==> config.mk <==
export PLATFORM = sky130hd
export DESIGN_NAME = uart_tx_serializer
export DESIGN_NICKNAME = d
export VERILOG_FILES = /design/src/rtl/uart_tx_serializer_pkg.sv /design/src/rtl/uart_tx_serializer_bit_timer.sv /design/src/rtl/uart_tx_serializer.sv
export SDC_FILE = /design/constraint.sdc
export NUM_CORES = 1
export LEC_CHECK = 0
export ABC_AREA = 0
export ABC_CLOCK_PERIOD_IN_PS = 2800
export BUFFER_PORTS_ARGS = -buffer_cell sky130_fd_sc_hd__buf_2
export CAP_MARGIN = 5
export CORE_MARGIN = 3
export CORE_UTILIZATION = 50
export DETAILED_ROUTE_END_ITERATION = 8
export PLACE_DENSITY = 0.72
export SLEW_MARGIN = 10
export SYNTH_ARGS = -nofsm -noshare
export SYNTH_HDL_FRONTEND = slang
export SYNTH_SLANG_ARGS = --single-unit
==> constraint.sdc <==
create_clock -name clk_i -period 2.8 [get_ports clk_i]
set_input_delay 0.42 -clock clk_i [delete_from_list [all_inputs] [get_ports clk_i]]
set_output_delay 0.42 -clock clk_i [all_outputs]
set_load 0.01 [all_outputs]
==> src/rtl/uart_tx_serializer_pkg.sv <==
// Shared UART definitions: state encoding, default framing and the parity helper.
// Used by both the transmit and receive halves.
package uart_tx_serializer_pkg;

    typedef enum logic [2:0] {
        ST_IDLE,
        ST_START,
        ST_DATA,
        ST_PARITY,
        ST_STOP
    } state_e;

    localparam int DEF_CLKS_PER_BIT = 5208;
    localparam int DEF_DATA_BITS    = 8;
    localparam int DEF_PARITY_EN    = 1;
    localparam int DEF_PARITY_ODD   = 0;

    // Even parity is the XOR of the payload; odd parity is its complement.
    function automatic logic parity_of(input logic [31:0] d, input logic odd);
        return (^d) ^ odd;
    endfunction

endpackage

==> src/rtl/uart_tx_serializer_bit_timer.sv <==
// Bit-period timer: counts 0..CLKS_PER_BIT-1 and flags the last cycle of each period.
// Shared with the receive half.
module uart_tx_serializer_bit_timer #(
    parameter int CLKS_PER_BIT = 4
) (
    input  logic clk_i,
    input  logic rst_ni,
    input  logic clear_i,
    output logic bit_end_o
);

    localparam int CW = (CLKS_PER_BIT > 2) ? $clog2(CLKS_PER_BIT) : 1;

    logic [CW-1:0] cnt_q, cnt_d;

    assign bit_end_o = (cnt_q == CW'(CLKS_PER_BIT - 1));

    always_comb begin
        cnt_d = cnt_q + 1'b1;
        if (clear_i || bit_end_o) begin
            cnt_d = '0;
        end
    end

    always_ff @(posedge clk_i) begin
        if (!rst_ni) begin
            cnt_q <= '0;
        end else begin
            cnt_q <= cnt_d;
        end
    end

endmodule

==> src/rtl/uart_tx_serializer.sv <==
// UART transmitter: latches a byte and sends start, data (LSB first), optional parity, stop.
// All outputs are registered so tx never glitches.
module uart_tx_serializer
    import uart_tx_serializer_pkg::*;
#(
    parameter int CLKS_PER_BIT = DEF_CLKS_PER_BIT,
    parameter int DATA_BITS    = DEF_DATA_BITS,
    parameter int PARITY_EN    = DEF_PARITY_EN,
    parameter int PARITY_ODD   = DEF_PARITY_ODD
) (
    input  logic                 clk_i,
    input  logic                 rst_ni,
    input  logic                 start_i,
    input  logic [DATA_BITS-1:0] data_i,
    output logic                 tx_o,
    output logic                 busy_o,
    output logic                 done_o
);

    localparam int IW = $clog2(DATA_BITS + 1);

    state_e               state_q, state_d;
    logic [DATA_BITS-1:0] shift_q, shift_d;
    logic [IW-1:0]        idx_q, idx_d;
    logic                 par_q, par_d;
    logic                 tx_q, tx_d;
    logic                 busy_q, busy_d;
    logic                 done_q, done_d;
    logic                 bit_end;

    uart_tx_serializer_bit_timer #(
        .CLKS_PER_BIT(CLKS_PER_BIT)
    ) u_timer (
        .clk_i    (clk_i),
        .rst_ni   (rst_ni),
        .clear_i  (state_q == ST_IDLE),
        .bit_end_o(bit_end)
    );

    always_comb begin
        state_d = state_q;
        shift_d = shift_q;
        idx_d   = idx_q;
        par_d   = par_q;
        done_d  = 1'b0;
        case (state_q)
            ST_IDLE: begin
                if (start_i) begin
                    state_d = ST_START;
                    shift_d = data_i;
                    par_d   = parity_of(32'(data_i), PARITY_ODD != 0);
                    idx_d   = '0;
                end
            end
            ST_START: begin
                if (bit_end) state_d = ST_DATA;
            end
            ST_DATA: begin
                if (bit_end) begin
                    shift_d = shift_q >> 1;
                    if (idx_q == IW'(DATA_BITS - 1)) begin
                        idx_d   = '0;
                        state_d = (PARITY_EN != 0) ? ST_PARITY : ST_STOP;
                    end else begin
                        idx_d = idx_q + 1'b1;
                    end
                end
            end
            ST_PARITY: begin
                if (bit_end) state_d = ST_STOP;
            end
            ST_STOP: begin
                if (bit_end) begin
                    state_d = ST_IDLE;
                    done_d  = 1'b1;
                end
            end
            default: state_d = ST_IDLE;
        endcase

        // tx is derived from the next state so it changes on the same edge as the FSM.
        case (state_d)
            ST_START:  tx_d = 1'b0;
            ST_DATA:   tx_d = shift_d[0];
            ST_PARITY: tx_d = par_d;
            default:   tx_d = 1'b1;
        endcase
        busy_d = (state_d != ST_IDLE);
    end

    always_ff @(posedge clk_i) begin
        if (!rst_ni) begin
            state_q <= ST_IDLE;
            shift_q <= '0;
            idx_q   <= '0;
            par_q   <= 1'b0;
            tx_q    <= 1'b1;
            busy_q  <= 1'b0;
            done_q  <= 1'b0;
        end else begin
            state_q <= state_d;
            shift_q <= shift_d;
            idx_q   <= idx_d;
            par_q   <= par_d;
            tx_q    <= tx_d;
            busy_q  <= busy_d;
            done_q  <= done_d;
        end
    end

    assign tx_o   = tx_q;
    assign busy_o = busy_q;
    assign done_o = done_q;

endmodule

==> results.py, run 1 <==
metrics = {
    "route": {
        "drcViolationCount": 0,
        "first_iter_violations": 80,
        "vias_per_cell": 5.46,
        "firstDrtPassIters": 2,
        "routedWlPerCell_um": 12.4,
        "wl_mm": 2.64,
        "drtAntennaViolNets": 0,
        "vias": 1163,
    },
    "layout": {
        "final-seq-area_um2": 641,
        "area_growth_pct": 12.3,
        "final_common_cell": "dfxtp_1",
        "drive_gt1_share_pct": 18.1,
        "nFillCells": 252,
        "antenna_cells": 0,
        "layout_common_cells": "32 x dfxtp_1, 21 x nor2_1, 13 x buf_2",
        "fin_nets": 194,
        "multi_input_comb_area_um2": 820,
    },
    "sta": {
        "finalClockSkew_ns": 0.0167,
        "tightest_slew_ns": 0.644,
        "fmax_mhz": 461,
        "slew_headroom_pct": 56.9,
        "hold_viol": 0,
        "finalSetupViolations": 0,
        "fin_crit_sh_pct": 77.5,
        "rsz0062_at_grt": "no",
        "timing.hold.ws_ns": 0.387,
        "finalMaxSlewViolations": 0,
        "tns_ns": 0,
        "fin_crit_ns": 2.17,
    },
    "outcome": {
        "status": "complete, no violations",
    },
    "setup_path": {
        "slowest_stage": "or4_4",
        "end_kind": "flop",
        "cp_num_buf_inv": 0,
        "crit_type": "reg2reg",
        "critPathMaxStageDelay_ns": 0.57,
        "crit_arrival_ns": 2.45,
        "critical-path-top-delay-family": "simple AND/OR/NAND/NOR gates",
        "crit_chain": "or4_4, or4_4, a211oi_2, and4b_1, a211oi_2",
        "cp-start-kind": "flop",
        "cp.required_ns": 3.07,
        "cp_max_fo": 5,
    },
    "clock_tree": {
        "numCtsBuffers": 5,
        "root_buffer": "clkbuf_4",
        "path_clk_slew_ns": 0.11,
        "post-cts-setup-buffers": 0,
        "cts_tree": "yes",
        "cts_hold_buf": 0,
        "clock-sinks": 32,
        "h-tree-depth": 2,
        "cts_resized": 0,
        "cts_buffer_depth": 2,
        "clk_latency_ns": 0.34,
    },
    "floorplan": {
        "num_io_pins": 14,
        "fp.dieH_um": 60.8,
        "rows": 19,
        "start_util_pct": 53.5,
        "die_area_um2": 3700,
        "core-area_um2": 2810,
        "dieWidth_um": 60.8,
    },
    "global_route": {
        "grt_pass1_vias": 1129,
        "grt_max_degree": 22,
        "grt_pass1_wl_mm": 4.67,
        "antenna_found_initial": 0,
        "gr-total-overflow": 0,
        "grtUsageTotal_pct": 17.1,
    },
    "logic_synthesis": {
        "syn_inst": 165,
        "seq_area_frac_synth_pct": 42.7,
        "netlist_area_um2": 1500,
        "synth_cell_types": 40,
        "ys_ff_latch": 32,
        "synthArstFlopShare_pct": 0,
        "post-synth-top-area-fraction_pct": 42.7,
        "synth_area_leaders": "dfxtp_1 43%, xnor2_1 7.0%, nor2_1 5.2%",
        "yosysTopAreaCell": "dfxtp_1",
        "yosys_most_used_dff": "dfxtp_1",
        "syn_avg_cell_area_um2": 9.10,
        "syn-num-nets": 178,
        "synth_edf_count": 0,
        "synth_warnings": 0,
    },
    "pwr": {
        "p_leak_uw": 0.000610,
        "max-vdd-ir-drop_v": 0.000343,
        "power.density_nw_per_um2": 535,
    },
    "placement": {
        "gp_congestion": 0.746,
        "portBuffers": 13,
        "hpwl_mm": 1.92,
    },
    "hold_path": {
        "worstHoldPathType": "in2reg",
    },
    "run": {
        "max_cap_violations": 0,
    },
}
==> worst register-to-register path, delay by kind of cell (launching register included) <==
| kind | cells | cell delay [ns] |
|---|---|---|
| AO/OA/AOI/OAI | 2 | 0.44 |
| flip-flops | 1 | 0.38 |
| AND/OR/NAND/NOR | 3 | 1.29 |
==> logic make-up after synthesis <==
logic type / Yosys count / share of synthesized area, %
adders and majority gates: 2 / 1.67
and+or+nand+nor: 70 / 25.8
muxes: 4 / 2.75
buffers and inverters: 12 / 3.17
xor gates and xnor gates: 18 / 10.5
DFF: 32 / 42.7
AOI/OAI and AO/OA: 27 / 13.4
==> cells in the mapped netlist, drive strengths merged, types with 3 or more instances <==
master  instances
nor2           21
inv             5
a22oi           6
dfxtp          32
o21a            4
and3            4
xor2            6
mux2i           3
nand3           8
a21boi          9
and2            3
nor2b           4
xnor2          12
nor4            3
o21ai           3
nand2          10
clkbuf          5
==> final timing paths <==
| kind | slack, ns | to | start | cells past startpoint |
|---|---|---|---|---|
| hold / removal | 0.39 | shift_q[7]$_SDFFE_PN0P_ | data_i[7] | 3 |
| setup reg to reg | 0.63 | tx_o$_SDFF_PN1_ | u_timer.cnt_q[7]$_SDFF_PP0_ | 5 |
| setup / recovery | 0.63 | tx_o$_SDFF_PN1_ | u_timer.cnt_q[7]$_SDFF_PP0_ | 5 |
| hold reg to reg | 0.45 | u_timer.cnt_q[0]$_SDFF_PP0_ | u_timer.cnt_q[0]$_SDFF_PP0_ | 1 |
==> final cells by class <==
class                   instances  share of cell area (%)
clock buffers                   5                    2.23
multi-input cells             121                    48.6
flip-flops and latches         32                    38.0
clock inverters                 3                    2.52
repair buffers                 16                    5.20
inverters                       5                    1.11
well taps                      31                    2.30
==> power by group <==
group          switching, µW  leakage (µW)  internal [µW]
clock                    162     0.0000412            186
sequential              6.13      0.000260            469
combinational           39.3      0.000309           39.1
==> registers in the layout, summed over array words and instances (netlist names) <==
register and cells:
busy_o 1, done_o 1, idx_q 4, par_q 1, shift_q 8, state_q 3
tx_o 1, u_timer.cnt_q 13
==> layer usage <==
layer | vias to the layer above | global-route usage, % | wire length, µm
met1 | 538 | 19.1 | 1250
met3 | 5 | 7.23 | 106
met5 | - | 0 | 0
met4 | 0 | 7.12 | 45
met2 | 14 | 28.5 | 1240
li1 | 606 | - | -
==> stage by stage <==
step                      area (µm²)  setup WS, ns  cells  power (µW)  util [%]
after detailed placement        1610         0.657    205         565      57.2
after global routing            1690         0.558    213         957      60.1
after CTS                       1690         0.623    213         918      60.1
after floorplan                 1500         0.733    165         541         -
after global placement          1610         0.683    205         563      57.2
final                           1690         0.629    213         902      60.1
(Power assumes the default switching activity.)
==> inputs of run 2 (changes only) <==
ABC_CLOCK_PERIOD_IN_PS = 2200   (was 2800)
clock period = 2.2 ns   (was 2.8 ns; I/O delays follow)
==> run 2 against run 1 <==
Register-to-register slack worse by 0.52 ns; count of clock-buffer cells in the layout is 1 higher; global-route usage is 0.059 points higher; sequential cell count stayed put; power is 27% higher; clock skew is 0.0012 ns lower; critical path type unchanged; largest power group unchanged.
==> results.py, run 2 (same netlist as run 1, synthesis figures left out) <==
metrics = {
    "layout": {
        "top_regs": "u_timer.cnt_q (13), shift_q (8), idx_q (4)",
        "area_growth_pct": 16.1,
        "nFillCells": 248,
        "largest_reg_flops": 13,
        "antenna_cells": 0,
        "final_common_cell": "dfxtp_1",
        "multi_input_comb_area_um2": 835,
        "final-seq-area_um2": 642,
        "drive_gt1_share_pct": 21.3,
        "fin_cells": 219,
        "fin_nets": 200,
        "layout_common_cells": "31 x dfxtp_1, 21 x nor2_1, 13 x buf_2",
        "max_flop_register": "u_timer.cnt_q",
    },
    "sta": {
        "tns_ns": 0,
        "tightest_slew_ns": 0.870,
        "finalSetupViolations": 0,
        "finalClockSkew_ns": 0.0155,
        "rsz0062_at_grt": "no",
        "slew_headroom_pct": 41.9,
        "finalMaxSlewViolations": 0,
        "fin_crit_ns": 2.09,
        "timing.hold.ws_ns": 0.305,
        "fmax_mhz": 479,
        "hold_viol": 0,
        "fin_crit_sh_pct": 95.0,
    },
    "clock_tree": {
        "clk_latency_ns": 0.35,
        "numCtsBuffers": 5,
        "clock-sinks": 32,
        "h-tree-depth": 2,
        "root_buffer": "clkbuf_4",
        "cts_buffer_depth": 2,
        "path_clk_slew_ns": 0.11,
        "cts_tree": "yes",
    },
    "pwr": {
        "p_leak_uw": 0.000648,
        "internal-power_uw": 887,
        "p_sw_uw": 258,
        "max-vdd-ir-drop_v": 0.000434,
        "p_comb_share_pct": 9.1,
        "pwr-share-clk_pct": 38.0,
        "seqPwrFrac_pct": 52.9,
        "power.density_nw_per_um2": 657,
        "switching_share_pct": 22.5,
    },
    "floorplan": {
        "die_area_um2": 3700,
        "rows": 19,
        "core-area_um2": 2810,
        "num_io_pins": 14,
        "fp.dieH_um": 60.8,
        "dieWidth_um": 60.8,
        "start_util_pct": 53.5,
    },
    "setup_path": {
        "crit_arrival_ns": 2.37,
        "crit_type": "reg2reg",
        "cp.required_ns": 2.48,
        "crit_top_cell": "or4_4",
        "reg2reg_slack_ns": 0.11,
        "crit_chain": "or4_4, or4_4, a211oi_4, and4b_1, a211oi_2",
        "cp_max_fo": 5,
        "critPathMaxStageDelay_ns": 0.54,
        "cp-start-kind": "flop",
        "end_kind": "flop",
        "slowest_stage": "or4_4",
    },
    "placement": {
        "place_inst": 211,
        "portBuffers": 13,
        "hpwl_mm": 2.07,
        "gp_congestion": 0.831,
    },
    "route": {
        "vias": 1198,
        "drtAntennaViolNets": 0,
        "first_iter_violations": 45,
        "vias_per_cell": 5.47,
        "drcViolationCount": 0,
        "routedWlPerCell_um": 12.7,
        "firstDrtPassIters": 4,
        "wl_mm": 2.77,
    },
    "global_route": {
        "grtUsageTotal_pct": 17.2,
        "antenna_found_initial": 0,
        "grt_pass1_wl_mm": 4.68,
        "grt_max_degree": 22,
        "grt_pass1_vias": 1130,
        "gr-total-overflow": 0,
    },
    "hold_path": {
        "worstHoldPathType": "in2reg",
    },
    "outcome": {
        "status": "complete, no violations",
    },
    "run": {
        "max_cap_violations": 0,
    },
}
## run 2: per-stage QoR
stage / setup WS (ns) / power [µW] / util (%) / instance area [µm²]
2_1_floorplan: 0.133 / 688 / - / 1500
3_3_place_gp: 0.120 / 717 / 59.1 / 1660
3_5_place_dp: 0.0781 / 722 / 59.1 / 1660
4_1_cts: 0.0639 / 1160 / 61.8 / 1730
5_1_grt: 0.0280 / 1200 / 62.1 / 1740
6_report: 0.110 / 1140 / 62.1 / 1740
## run 2: final timing paths
kind	from	end	cells past startpoint
worst max register to register	u_timer.cnt_q[8]$_SDFF_PP0_	tx_o$_SDFF_PN1_	5
worst min register to register	u_timer.cnt_q[0]$_SDFF_PP0_	u_timer.cnt_q[0]$_SDFF_PP0_	1
worst max-delay path	u_timer.cnt_q[8]$_SDFF_PP0_	tx_o$_SDFF_PN1_	5
worst min-delay path	data_i[7]	shift_q[7]$_SDFFE_PN0P_	3
## run 2: cell type report
class	count	share of cell area (%)
Inverter	5	1.08
Multi-Input combinational cell	121	47.9
Timing Repair Buffer	22	7.61
Sequential cell	32	36.8
Clock buffer	6	2.37
Clock inverter	2	2.01
Tap cell	31	2.23
## run 2: timing repair
item	CTS	global route
hold buffers	0	0
buffers inserted	0	0
setup endpoints to repair	0	1
gates resized for setup	0	2
## run 2: metal layers
| layer | vias up | GRT usage [%] | share of wire (%) |
|---|---|---|---|
| li1 | 619 | - | - |
| met1 | 554 | 18.4 | 44 |
| met2 | 19 | 30.4 | 50 |
| met3 | 6 | 6.38 | 4.3 |
| met4 | 0 | 6.81 | 1.7 |
| met5 | - | 0 | 0 |
## run 2: critical path: cells and delay by family, from the launching register on
family	cells	cell delay [ns]
AND/OR/NAND/NOR	3	1.28
AO/OA/AOI/OAI	2	0.41
flip-flops	1	0.35
## run 2: power by group through the flow
| stage | clock, µW | combinational (µW) | sequential [µW] |
|---|---|---|---|
| final | 435 | 104 | 605 |
| after global routing | 480 | 115 | 607 |
| after CTS | 451 | 103 | 605 |
| after detailed placement | 0 | 103 | 618 |
| after global placement | 0 | 99.5 | 618 |
| after floorplan | 0 | 69.4 | 618 |
